### src/rtl/sys_tile_scheduler_if.sv
// Host/controller-facing bundle for the GEMM tile scheduler.
// Slave is the scheduler, master is whoever drives the job and the finish.
interface sys_tile_scheduler_if #(
  parameter int INTEGER_BIT = 8
);
  logic                   start;
  logic [INTEGER_BIT-1:0] dim_m;
  logic [INTEGER_BIT-1:0] dim_k;
  logic [INTEGER_BIT-1:0] dim_n;
  logic                   ws_os_in;
  logic                   sys_finish;
  logic                   sys_enable;
  logic                   ws_os;
  logic [INTEGER_BIT-1:0] tile_m;
  logic [INTEGER_BIT-1:0] tile_k;
  logic [INTEGER_BIT-1:0] tile_n;
  logic [INTEGER_BIT-1:0] m_off;
  logic [INTEGER_BIT-1:0] k_off;
  logic [INTEGER_BIT-1:0] n_off;
  logic                   acc_first;
  logic                   acc_last;
  logic [15:0]            tile_count;
  logic                   busy;
  logic                   done;

  modport slave (
    input  start, dim_m, dim_k, dim_n,
    input  ws_os_in, sys_finish,
    output sys_enable, ws_os,
    output tile_m, tile_k, tile_n,
    output m_off, k_off, n_off,
    output acc_first, acc_last,
    output tile_count, busy, done
  );

  modport master (
    output start, dim_m, dim_k, dim_n,
    output ws_os_in, sys_finish,
    input  sys_enable, ws_os,
    input  tile_m, tile_k, tile_n,
    input  m_off, k_off, n_off,
    input  acc_first, acc_last,
    input  tile_count, busy, done
  );
endinterface

### src/rtl/sys_tile_scheduler.sv
// Walks one M x K x N GEMM through the systolic controller tile by tile.
// Loop order: k innermost, then m, then n, so k partial sums stay contiguous.
module sys_tile_scheduler #(
  parameter int SYS_ARR_SIZE = 8,
  parameter int M_TILE       = 16,
  parameter int INTEGER_BIT  = 8
) (
  input logic clk,
  input logic reset,
  sys_tile_scheduler_if.slave bus
);
  localparam int W = INTEGER_BIT;
  localparam logic [W-1:0] SA = W'(SYS_ARR_SIZE);
  localparam logic [W-1:0] MT = W'(M_TILE);

  typedef enum logic [2:0] {
    IDLE, LOAD, RUN, RELEASE, NEXT, DONE
  } state_e;

  state_e       state_q;
  logic [W-1:0] dm_q, dk_q, dn_q;
  logic [W-1:0] m_off_q, k_off_q, n_off_q;
  logic [W-1:0] tm_q, tk_q, tn_q;
  logic         en_q, ws_q;
  logic         first_q, last_q;
  logic         busy_q, done_q;
  logic [15:0]  cnt_q;

  logic [W-1:0] rem_m, rem_k, rem_n;
  logic [W:0]   m_d, k_d, n_d;
  logic         adv_m, adv_k, adv_n;
  logic         zero_dim;

  assign rem_m = dm_q - m_off_q;
  assign rem_k = dk_q - k_off_q;
  assign rem_n = dn_q - n_off_q;

  // off + step < dim is the same test as remainder > step, without wrap
  assign m_d   = {1'b0, m_off_q} + {1'b0, MT};
  assign k_d   = {1'b0, k_off_q} + {1'b0, SA};
  assign n_d   = {1'b0, n_off_q} + {1'b0, SA};
  assign adv_m = m_d < {1'b0, dm_q};
  assign adv_k = k_d < {1'b0, dk_q};
  assign adv_n = n_d < {1'b0, dn_q};

  assign zero_dim = (bus.dim_m == '0) ||
                    (bus.dim_k == '0) ||
                    (bus.dim_n == '0);

  always_ff @(posedge clk) begin
    if (reset) begin
      state_q <= IDLE;
      dm_q    <= '0;
      dk_q    <= '0;
      dn_q    <= '0;
      m_off_q <= '0;
      k_off_q <= '0;
      n_off_q <= '0;
      tm_q    <= '0;
      tk_q    <= '0;
      tn_q    <= '0;
      en_q    <= 1'b0;
      ws_q    <= 1'b0;
      first_q <= 1'b0;
      last_q  <= 1'b0;
      busy_q  <= 1'b0;
      done_q  <= 1'b0;
      cnt_q   <= '0;
    end else begin
      done_q <= 1'b0;
      unique case (state_q)
        IDLE: begin
          if (bus.start) begin
            dm_q    <= bus.dim_m;
            dk_q    <= bus.dim_k;
            dn_q    <= bus.dim_n;
            ws_q    <= bus.ws_os_in;
            m_off_q <= '0;
            k_off_q <= '0;
            n_off_q <= '0;
            cnt_q   <= '0;
            busy_q  <= 1'b1;
            if (zero_dim) begin
              done_q  <= 1'b1;
              state_q <= DONE;
            end else begin
              state_q <= LOAD;
            end
          end
        end
        LOAD: begin
          tm_q    <= (rem_m > MT) ? MT : rem_m;
          tk_q    <= (rem_k > SA) ? SA : rem_k;
          tn_q    <= (rem_n > SA) ? SA : rem_n;
          first_q <= (k_off_q == '0);
          last_q  <= !adv_k;
          en_q    <= 1'b1;
          state_q <= RUN;
        end
        RUN: begin
          if (bus.sys_finish) begin
            en_q    <= 1'b0;
            state_q <= RELEASE;
          end
        end
        RELEASE: begin
          if (cnt_q != 16'hFFFF)
            cnt_q <= cnt_q + 16'd1;
          state_q <= NEXT;
        end
        NEXT: begin
          if (adv_k) begin
            k_off_q <= k_d[W-1:0];
            state_q <= LOAD;
          end else begin
            k_off_q <= '0;
            if (adv_m) begin
              m_off_q <= m_d[W-1:0];
              state_q <= LOAD;
            end else begin
              m_off_q <= '0;
              if (adv_n) begin
                n_off_q <= n_d[W-1:0];
                state_q <= LOAD;
              end else begin
                done_q  <= 1'b1;
                state_q <= DONE;
              end
            end
          end
        end
        DONE: begin
          busy_q  <= 1'b0;
          state_q <= IDLE;
        end
        default: state_q <= IDLE;
      endcase
    end
  end

  assign bus.sys_enable = en_q;
  assign bus.ws_os      = ws_q;
  assign bus.tile_m     = tm_q;
  assign bus.tile_k     = tk_q;
  assign bus.tile_n     = tn_q;
  assign bus.m_off      = m_off_q;
  assign bus.k_off      = k_off_q;
  assign bus.n_off      = n_off_q;
  assign bus.acc_first  = first_q;
  assign bus.acc_last   = last_q;
  assign bus.tile_count = cnt_q;
  assign bus.busy       = busy_q;
  assign bus.done       = done_q;
endmodule

### src/flat_wrapper.sv
// flat-port wrapper written by rule: the top's interface ports become plain ports
module sys_tile_scheduler_flat 
#(
  parameter int SYS_ARR_SIZE = 8,
  parameter int M_TILE       = 16,
  parameter int INTEGER_BIT  = 8
)
  (clk, reset, bus_start, bus_dim_m, bus_dim_k, bus_dim_n, bus_ws_os_in, bus_sys_finish, bus_sys_enable, bus_ws_os, bus_tile_m, bus_tile_k, bus_tile_n, bus_m_off, bus_k_off, bus_n_off, bus_acc_first, bus_acc_last, bus_tile_count, bus_busy, bus_done);
  sys_tile_scheduler_if #(.INTEGER_BIT(INTEGER_BIT)) bus_i ();
  input logic clk;
  input logic reset;
  input wire logic [$bits(bus_i.start)-1:0] bus_start;
  input wire logic [$bits(bus_i.dim_m)-1:0] bus_dim_m;
  input wire logic [$bits(bus_i.dim_k)-1:0] bus_dim_k;
  input wire logic [$bits(bus_i.dim_n)-1:0] bus_dim_n;
  input wire logic [$bits(bus_i.ws_os_in)-1:0] bus_ws_os_in;
  input wire logic [$bits(bus_i.sys_finish)-1:0] bus_sys_finish;
  output wire logic [$bits(bus_i.sys_enable)-1:0] bus_sys_enable;
  output wire logic [$bits(bus_i.ws_os)-1:0] bus_ws_os;
  output wire logic [$bits(bus_i.tile_m)-1:0] bus_tile_m;
  output wire logic [$bits(bus_i.tile_k)-1:0] bus_tile_k;
  output wire logic [$bits(bus_i.tile_n)-1:0] bus_tile_n;
  output wire logic [$bits(bus_i.m_off)-1:0] bus_m_off;
  output wire logic [$bits(bus_i.k_off)-1:0] bus_k_off;
  output wire logic [$bits(bus_i.n_off)-1:0] bus_n_off;
  output wire logic [$bits(bus_i.acc_first)-1:0] bus_acc_first;
  output wire logic [$bits(bus_i.acc_last)-1:0] bus_acc_last;
  output wire logic [$bits(bus_i.tile_count)-1:0] bus_tile_count;
  output wire logic [$bits(bus_i.busy)-1:0] bus_busy;
  output wire logic [$bits(bus_i.done)-1:0] bus_done;
  assign bus_i.start = bus_start;
  assign bus_i.dim_m = bus_dim_m;
  assign bus_i.dim_k = bus_dim_k;
  assign bus_i.dim_n = bus_dim_n;
  assign bus_i.ws_os_in = bus_ws_os_in;
  assign bus_i.sys_finish = bus_sys_finish;
  assign bus_sys_enable = bus_i.sys_enable;
  assign bus_ws_os = bus_i.ws_os;
  assign bus_tile_m = bus_i.tile_m;
  assign bus_tile_k = bus_i.tile_k;
  assign bus_tile_n = bus_i.tile_n;
  assign bus_m_off = bus_i.m_off;
  assign bus_k_off = bus_i.k_off;
  assign bus_n_off = bus_i.n_off;
  assign bus_acc_first = bus_i.acc_first;
  assign bus_acc_last = bus_i.acc_last;
  assign bus_tile_count = bus_i.tile_count;
  assign bus_busy = bus_i.busy;
  assign bus_done = bus_i.done;
  sys_tile_scheduler #(.SYS_ARR_SIZE(SYS_ARR_SIZE), .M_TILE(M_TILE), .INTEGER_BIT(INTEGER_BIT)) u_core (.clk(clk), .reset(reset), .bus(bus_i));
endmodule
### config.mk
export PLATFORM = sky130hd
export DESIGN_NAME = sys_tile_scheduler_flat
export DESIGN_NICKNAME = d
export VERILOG_FILES = /design/src/rtl/sys_tile_scheduler_if.sv /design/src/rtl/sys_tile_scheduler.sv /design/src/flat_wrapper.sv
export SDC_FILE = /design/constraint.sdc
export NUM_CORES = 1
export LEC_CHECK = 0
export ABC_AREA = 0
export ABC_CLOCK_PERIOD_IN_PS = 3100
export BUFFER_PORTS_ARGS = -buffer_cell sky130_fd_sc_hd__buf_2
export CORE_ASPECT_RATIO = 1.4
export CORE_MARGIN = 5
export CORE_UTILIZATION = 57
export CTS_BUF_LIST = sky130_fd_sc_hd__clkbuf_2
export CTS_CLUSTER_DIAMETER = 40
export DETAILED_ROUTE_END_ITERATION = 8
export PLACE_DENSITY = 0.82
export SYNTH_ARGS = -nofsm -noshare
export SYNTH_HDL_FRONTEND = slang
export SYNTH_SLANG_ARGS = --single-unit
export TNS_END_PERCENT = 10
### constraint.sdc
create_clock -name clk -period 3.1 [get_ports clk]
set_input_delay 0.31 -clock clk [delete_from_list [all_inputs] [get_ports clk]]
set_output_delay 0.31 -clock clk [all_outputs]
set_load 0.02 [all_outputs]
==> results.tsv, run 1 <==
stage	metric	value	unit
outcome	outcome	finished clean	
worst_hold_path	hold path cells	3	
clock_tree	CTS tree	done	
die	FP Rows	38	
die	core footprint	7800	sq um
die	initial core utilization	58.9	%
finish	Multi-input gate area	2610	sq um
critical_path	Arrival @ worst endpoint	3.31	ns
critical_path	Critical R2R Launch	u_core.bus.n_off[3]	
critical_path	CP delay by family, top	compound AO/OA/AOI/OAI gates	
grt	first-pass GRT wire length	19300	um
timing	period utilization	90.0	%
die	Die Wd	85.9	um
route	met2 WL	6240	um
die	die height	116	um
finish	Final Cell Area	5440	sq um
worst_hold_path	HP Start	bus_dim_m[4]	
critical_path	Slowest-stage cell, CP	dfxtp_1	
timing	Final TNS setup	0	ns
timing	Hold Fails Final Rpt	0	
clock_tree	clock buffer depth	2	
clock_tree	root buffer cell	clkbuf_2	
synthesis	post-synthesis mux area share	0.436	%
synthesis	cells after synthesis	562	
timing	minimum clock period	2.79	ns
critical_path	CP Capture Type	register	
finish	Seq. cell area	1740	sq um
route	Post-Route WL	11800	um
placement	RePlAce Congestion	0.914	
synthesis	largest family of logic cells by synthesized area	simple AND/OR/NAND/NOR gates	
placement	port bufs	88	
synthesis	Synth Area in Compound Gates	15.0	%
synthesis	Post-Synth Simple-Gate Area	23.2	%
grt	vias in the first global route	4301	
finish	layout cells sized above 1	17.4	%
synthesis	Synth Flop Type	dfxtp_1	
route	DR WL met3	623	um
clock_tree	clock sinks	87	
critical_path	R2R Setup Slk	0.31	ns
worst_hold_path	WHS Endpoint	u_core.dm_q[4]	
critical_path	critical path type	register to register	
route	Via Count	4336	
route	Detail Route Antenna Nets	0	
finish	number of diodes	0	
placement	Post-Place Cell Area	5070	sq um
critical_path	worst path buffer plus inverter count	0	
timing	highest clock rate	0.358	GHz
critical_path	critical-path cell list	ha_1, nand3_1, xnor2_1, ha_1, a21oi_1, nand2_1, a211oi_2, o2111ai_1, or3_1, a31oi_1	
route	DR top layer	met4	
critical_path	Crit path depth	10	
synthesis	XOR/XNOR Fraction of Synth Area	7.44	%
route	DR iter-0 viols	187	
critical_path	max incr delay on CP	0.44	ns
critical_path	most frequent CP cell	ha_1	
synthesis	Post-synth EDFFs	0	
die	die area	9980	sq um
synthesis	synth warn	0	
synthesis	Synth top area share	37.9	%
finish	Area Overhead vs Synth	18.5	%
run	MaxCap Viol Count	0	
clock_tree	clk_lat worst skew	0.56	ns
route	Via-to-Cell Ratio	5.60	
placement	Final HPWL DP	8360	um
synthesis	#FFs+latches synth	87	
grt	global-route usage over all layers	24.1	%
synthesis	mean post-synth cell area	8.17	sq um
grt	initial antenna violation count	0	
synthesis	Synth area leaders	dfxtp_1, ha_1, nand2_1	
critical_path	Critical Path RT	3.61	ns
die	Ports	99	
synthesis	register area share after synthesis	37.9	%
pwr	Lkg Pwr	2.32	nW
synthesis	leading area contributor after synthesis	dfxtp_1	
timing	worst-margin pin slew	1.03	ns
pwr	PD cells	518	nW/um^2
synthesis	post-synthesis adder-cell area fraction	9.26	%
timing	RSZ-0062 raised after global routing	false	
synthesis	count leader, synth	dfxtp_1	
clock_tree	Clock Pin Slew Worst Setup and Hold Paths	0.22	ns
synthesis	post-synthesis instance area	4590	sq um
timing	final setup fails	0	
finish	NumNets Final	733	
timing	clk_skew	0.0185	ns
route	Residual DRC	0	
finish	# fillers	660	
critical_path	reg2reg path depth	10	
critical_path	Critical R2R Capture	u_core.bus.n_off[6]	
finish	Core Util, Final	69.8	%
route	Pre-Repair DR Iteration Count	5	
clock_tree	TritonCTS Buffers	9	
clock_tree	H-tree depth	3	
grt	pin count of the biggest net entering global routing	44	
synthesis	synth cell count leaders	dfxtp_1, nand2_1, a21oi_1	
worst_hold_path	HP Class	primary input to register	
synthesis	ys async rst share	0	%
route	post-DR wirelength/cell	15.2	um
critical_path	CP max FO	5	
timing	Slew headroom	30.7	%
grt	grt total ovfl	0	
timing	Max Slew Vio Count	0	
pwr	worst-case vdd ir drop	442	uV
synthesis	post-synth cell types	57	
route	sum of routed wire segments on met1	4580	um
critical_path	CP startpoint kind	register	
==> tightest hold or removal path: cells and delay by family <==
family          cells  cell delay (ns)
compound gates      1             0.06
buf+inv             1             0.11
simple gates        1             0.06
==> metrics by stage <==
| stage | worst slack (ns) | total power [mW] | hold slack (ns) | std cells |
|---|---|---|---|---|
| after global placement | 0.495 | 2.12 | 0.440 | 735 |
| after floorplan | 0.513 | 1.95 | 0.436 | 575 |
| after global routing | 0.0242 | 2.97 | 0.0157 | 774 |
| final | 0.310 | 2.82 | 0.0159 | 774 |
| after CTS | 0.222 | 2.80 | 0.00974 | 774 |
| after detailed placement | 0.271 | 2.15 | 0.439 | 735 |
==> placed cells by master (no fill, tap or decap), types with 6 or more instances in the layout <==
cell type / count
a21oi_1: 52
and2_1: 13
buf_2: 88
clkbuf_2: 10
conb_1: 15
dfxtp_1: 87
dlygate4sd3_1: 24
ha_1: 34
inv_1: 35
nand2_1: 82
nand2b_1: 6
nand3_1: 16
nand4_1: 9
nor2_1: 48
nor3_1: 16
nor4_1: 10
o21ai_0: 9
xnor2_1: 26
xor2_1: 13
==> flip-flops by register name, indices dropped and copies added, names as in the netlist <==
| name | flops |
|---|---|
| u_core.bus.done | 1 |
| u_core.bus.tile_count | 16 |
| u_core.bus.tile_k | 8 |
| u_core.bus.sys_enable | 1 |
| u_core.bus.busy | 1 |
| u_core.bus.m_off | 4 |
| u_core.bus.tile_n | 8 |
| u_core.bus.n_off | 5 |
| u_core.bus.acc_first | 1 |
| u_core.dn_q | 8 |
| u_core.state_q | 3 |
| u_core.bus.tile_m | 8 |
| u_core.dm_q | 8 |
| u_core.dk_q | 8 |
| u_core.bus.k_off | 5 |
| u_core.bus.ws_os | 1 |
| u_core.bus.acc_last | 1 |
==> logic make-up after synthesis <==
logic type | Yosys count
buffers and inverters | 67
AO/OA/AOI/OAI | 108
other | 2
flip-flops | 87
AND/OR/NAND/NOR | 223
multiplexers | 2
adder cells (fa/ha/maj) | 34
XOR/XNOR | 39
==> where the power goes <==
group          switching, mW  internal, mW
Sequential            0.0932          1.21
Combinational          0.550         0.331
Clock                  0.373         0.261
==> routing by layer <==
metal,up-vias,track usage [%]
li1,2119,-
met1,2045,26.2
met2,140,44.7
met3,32,4.09
met4,0,12.2
met5,-,0
==> what timing repair did <==
item,in CTS,in global routing
endpoints found under the setup margin,0,1
resized for setup,0,1
buffers inserted,0,0
hold buffers,24,0
hold endpoints to repair,24,0
==> area by class of cell <==
class / count / share of cell area [%]
sequential: 87 / 32.0
tap: 100 / 2.30
multi-input combinational: 421 / 47.9
clock buffer: 10 / 0.920
timing repair buffer: 116 / 13.1
inverter: 35 / 2.41
clock inverter: 5 / 1.36
==> worst max-delay path by stage <==
stage / startpoint / endpoint
floorplan: u_core.bus.n_off[3] / u_core.bus.n_off[6]
global placement: u_core.bus.n_off[3] / u_core.bus.n_off[6]
detailed placement: u_core.bus.n_off[4] / u_core.bus.n_off[6]
CTS: u_core.bus.n_off[3] / u_core.bus.n_off[6]
global route: u_core.bus.n_off[3] / u_core.bus.n_off[6]
finish: u_core.bus.n_off[3] / u_core.bus.n_off[6]
Power figures use the tool's default switching activity.
==> run 2, diff against run 1 <==
--- a/config.mk
+++ b/config.mk
@@ -6,15 +6,15 @@
 export NUM_CORES = 1
 export LEC_CHECK = 0
 export ABC_AREA = 0
-export ABC_CLOCK_PERIOD_IN_PS = 3100
+export ABC_CLOCK_PERIOD_IN_PS = 3400
 export BUFFER_PORTS_ARGS = -buffer_cell sky130_fd_sc_hd__buf_2
 export CORE_ASPECT_RATIO = 1.4
 export CORE_MARGIN = 5
-export CORE_UTILIZATION = 57
+export CORE_UTILIZATION = 61
 export CTS_BUF_LIST = sky130_fd_sc_hd__clkbuf_2
 export CTS_CLUSTER_DIAMETER = 40
 export DETAILED_ROUTE_END_ITERATION = 8
-export PLACE_DENSITY = 0.82
+export PLACE_DENSITY = 0.88
 export SYNTH_ARGS = -nofsm -noshare
 export SYNTH_HDL_FRONTEND = slang
 export SYNTH_SLANG_ARGS = --single-unit
==> constraint.sdc (replaced) <==
create_clock -name clk -period 3.4 [get_ports clk]
set_input_delay 0.34 -clock clk [delete_from_list [all_inputs] [get_ports clk]]
set_output_delay 0.34 -clock clk [all_outputs]
set_load 0.02 [all_outputs]
==> run 2 against run 1 <==
Net effect: flip-flop and latch count stayed put; largest cell class unchanged; first-iteration DRC count increased by 30%; utilization rose by 4.6 points; global-route usage grew 0.43 points; sequential power is 9% lower.
==> results.tsv, run 2 (synthesized netlist as in run 1, its figures left out) <==
stage	metric	value	unit	change
clock_tree	Clock Pin Slew Worst Setup and Hold Paths	0.25	ns	was 0.22 ns
outcome	outcome	finished clean		unchanged
finish	commonest non-fill, non-tap cell in the layout	buf_2		unchanged
timing	period utilization	89.0	%	was 90.0%
route	DR iter-0 viols	243		was 187
clock_tree	root buffer cell	clkbuf_2		unchanged
finish	commonest cells after routing, fill and taps aside	buf_2, dfxtp_1, nand2_1		unchanged
die	initial core utilization	62.4	%	was 58.9%
timing	Slew headroom	32.8	%	was 30.7%
critical_path	critical path type	register to register		unchanged
route	post-DR wirelength/cell	14.7	um	was 15.2 um
route	Pre-Repair DR Iteration Count	6		was 5
grt	first-pass GRT wire length	19100	um	was 19300 um
critical_path	critical-path cell list	ha_1, nand3_1, xnor2_1, ha_1, a21oi_1, nand2_1, a211oi_1, o2111ai_1, or3_1, a31oi_1		was ha_1, nand3_1, xnor2_1, ha_1, a21oi_1, nand2_1, a211oi_2, o2111ai_1, or3_1, a31oi_1
die	die height	113	um	was 116 um
grt	vias in the first global route	4255		was 4301
die	Die Wd	83.3	um	was 85.9 um
worst_hold_path	HP Class	primary input to register		unchanged
critical_path	CP max FO	5		unchanged
critical_path	max incr delay on CP	0.45	ns	was 0.44 ns
timing	highest clock rate	0.330	GHz	was 0.358 GHz
run	MaxCap Viol Count	0		unchanged
die	core footprint	7360	sq um	was 7800 sq um
pwr	PD cells	486	nW/um^2	was 518 nW/um^2
timing	RSZ-0062 raised after global routing	false		unchanged
critical_path	Critical Path RT	3.92	ns	was 3.61 ns
timing	final setup fails	0		unchanged
route	Via-to-Cell Ratio	5.59		was 5.60
route	Via Count	4319		was 4336
clock_tree	H-tree depth	3		unchanged
finish	number of diodes	0		unchanged
clock_tree	clock sinks	87		unchanged
clock_tree	clock buffer depth	2		unchanged
die	Ports	99		unchanged
finish	NumNets Final	733		unchanged
critical_path	CP Capture Type	register		unchanged
clock_tree	clk_lat worst skew	0.58	ns	was 0.56 ns
pwr	Lkg Pwr	2.32	nW	about the same
timing	Hold Fails Final Rpt	0		unchanged
clock_tree	TritonCTS Buffers	9		unchanged
timing	worst-margin pin slew	1.00	ns	was 1.03 ns
timing	Final TNS setup	0	ns	unchanged
timing	clk_skew	0.0328	ns	was 0.0185 ns
route	Residual DRC	0		unchanged
finish	layout cells sized above 1	17.5	%	was 17.4%
grt	grt total ovfl	0		unchanged
route	Post-Route WL	11400	um	was 11800 um
critical_path	most frequent CP cell	ha_1		unchanged
timing	worst hold slack	0.0279	ns	was 0.0159 ns
placement	Final HPWL DP	8160	um	was 8360 um
critical_path	worst path buffer plus inverter count	0		unchanged
finish	Area Overhead vs Synth	19.2	%	was 18.5%
placement	port bufs	88		unchanged
critical_path	Arrival @ worst endpoint	3.54	ns	was 3.31 ns
clock_tree	Post-CTS Setup Bufs	0		unchanged
die	die area	9390	sq um	was 9980 sq um
finish	Largest register FFs	16		unchanged
placement	RePlAce Congestion	0.873		was 0.914
critical_path	Slowest-stage cell, CP	a211oi_1		was dfxtp_1
die	FP Rows	37		was 38
timing	minimum clock period	3.03	ns	was 2.79 ns
route	Detail Route Antenna Nets	0		unchanged
grt	pin count of the biggest net entering global routing	47		was 44
critical_path	R2R Setup Slk	0.37	ns	was 0.31 ns
grt	initial antenna violation count	0		unchanged
grt	global-route usage over all layers	24.5	%	was 24.1%
timing	Max Slew Vio Count	0		unchanged
critical_path	CP startpoint kind	register		unchanged
pwr	worst-case vdd ir drop	357	uV	was 442 uV
clock_tree	CTS tree	done		unchanged
critical_path	CP delay by family, top	compound AO/OA/AOI/OAI gates		unchanged
-- run 2: cell types whose count changed in the layout (fill, tap and decap cells not counted), sizes merged --
| cell | before | now |
|---|---|---|
| clkbuf | 10 | 9 |
| bufinv | 2 | 3 |
| clkinvlp | 0 | 3 |
| clkinv | 3 | 1 |
-- run 2: worst register-to-register path: cells and delay by family (launching register included) --
kind            cells  cell delay (ns)
simple gates        3             0.60
flops               1             0.44
compound gates      4             1.10
xor+xnor            1             0.25
fa+ha+maj           2             0.58
-- run 2: metrics by stage --
step	cells	setup slack [ns]	util, %	power (mW)	area, sq um
floorplan	575	0.813	-	1.78	4640
global placement	732	0.771	68.8	1.93	5070
detailed placement	732	0.559	68.8	1.96	5070
CTS	771	0.505	74.2	2.66	5460
global route	772	0.293	74.4	2.81	5470
finish	772	0.373	74.4	2.66	5470
-- run 2: layout make-up --
type | count | area (sq um)
multi-input cells | 421 | 2600
fillers | 515 | 1890
flip-flops and latches | 87 | 1740
repair buffers | 116 | 711
inverters | 35 | 131
clock inverters | 7 | 121
well taps | 97 | 121
clock buffers | 9 | 45.0
-- run 2: what timing repair did --
item                                   4_1_cts  5_1_grt
hold buffers                                23        1
resized for setup                            0        0
endpoints found under the hold margin       23        1
-- run 2: layer usage --
layer	GRT usage, %	up-vias	share of wire [%]	routed length, um
met4	12.0	0	2.7	304
met2	45.8	156	53	5980
li1	-	2127	-	-
met1	25.8	2011	38	4360
met5	0	-	0	0
met3	5.07	25	6.5	739
-- run 2: worst paths after layout --
kind                             from             endpoint  cells after the start
setup / recovery  u_core.bus.n_off[4]  u_core.bus.n_off[6]                     10
hold / removal           bus_dim_k[6]       u_core.dk_q[6]                      3
setup reg to reg  u_core.bus.n_off[4]  u_core.bus.n_off[6]                     10
hold reg to reg        u_core.dm_q[1]       u_core.dm_q[1]                      2
-- run 2: power breakdown --
part | switching, mW | leakage (nW) | internal [mW]
Combinational | 0.495 | 1.53 | 0.299
Clock | 0.368 | 0.0843 | 0.316
Sequential | 0.0831 | 0.706 | 1.10
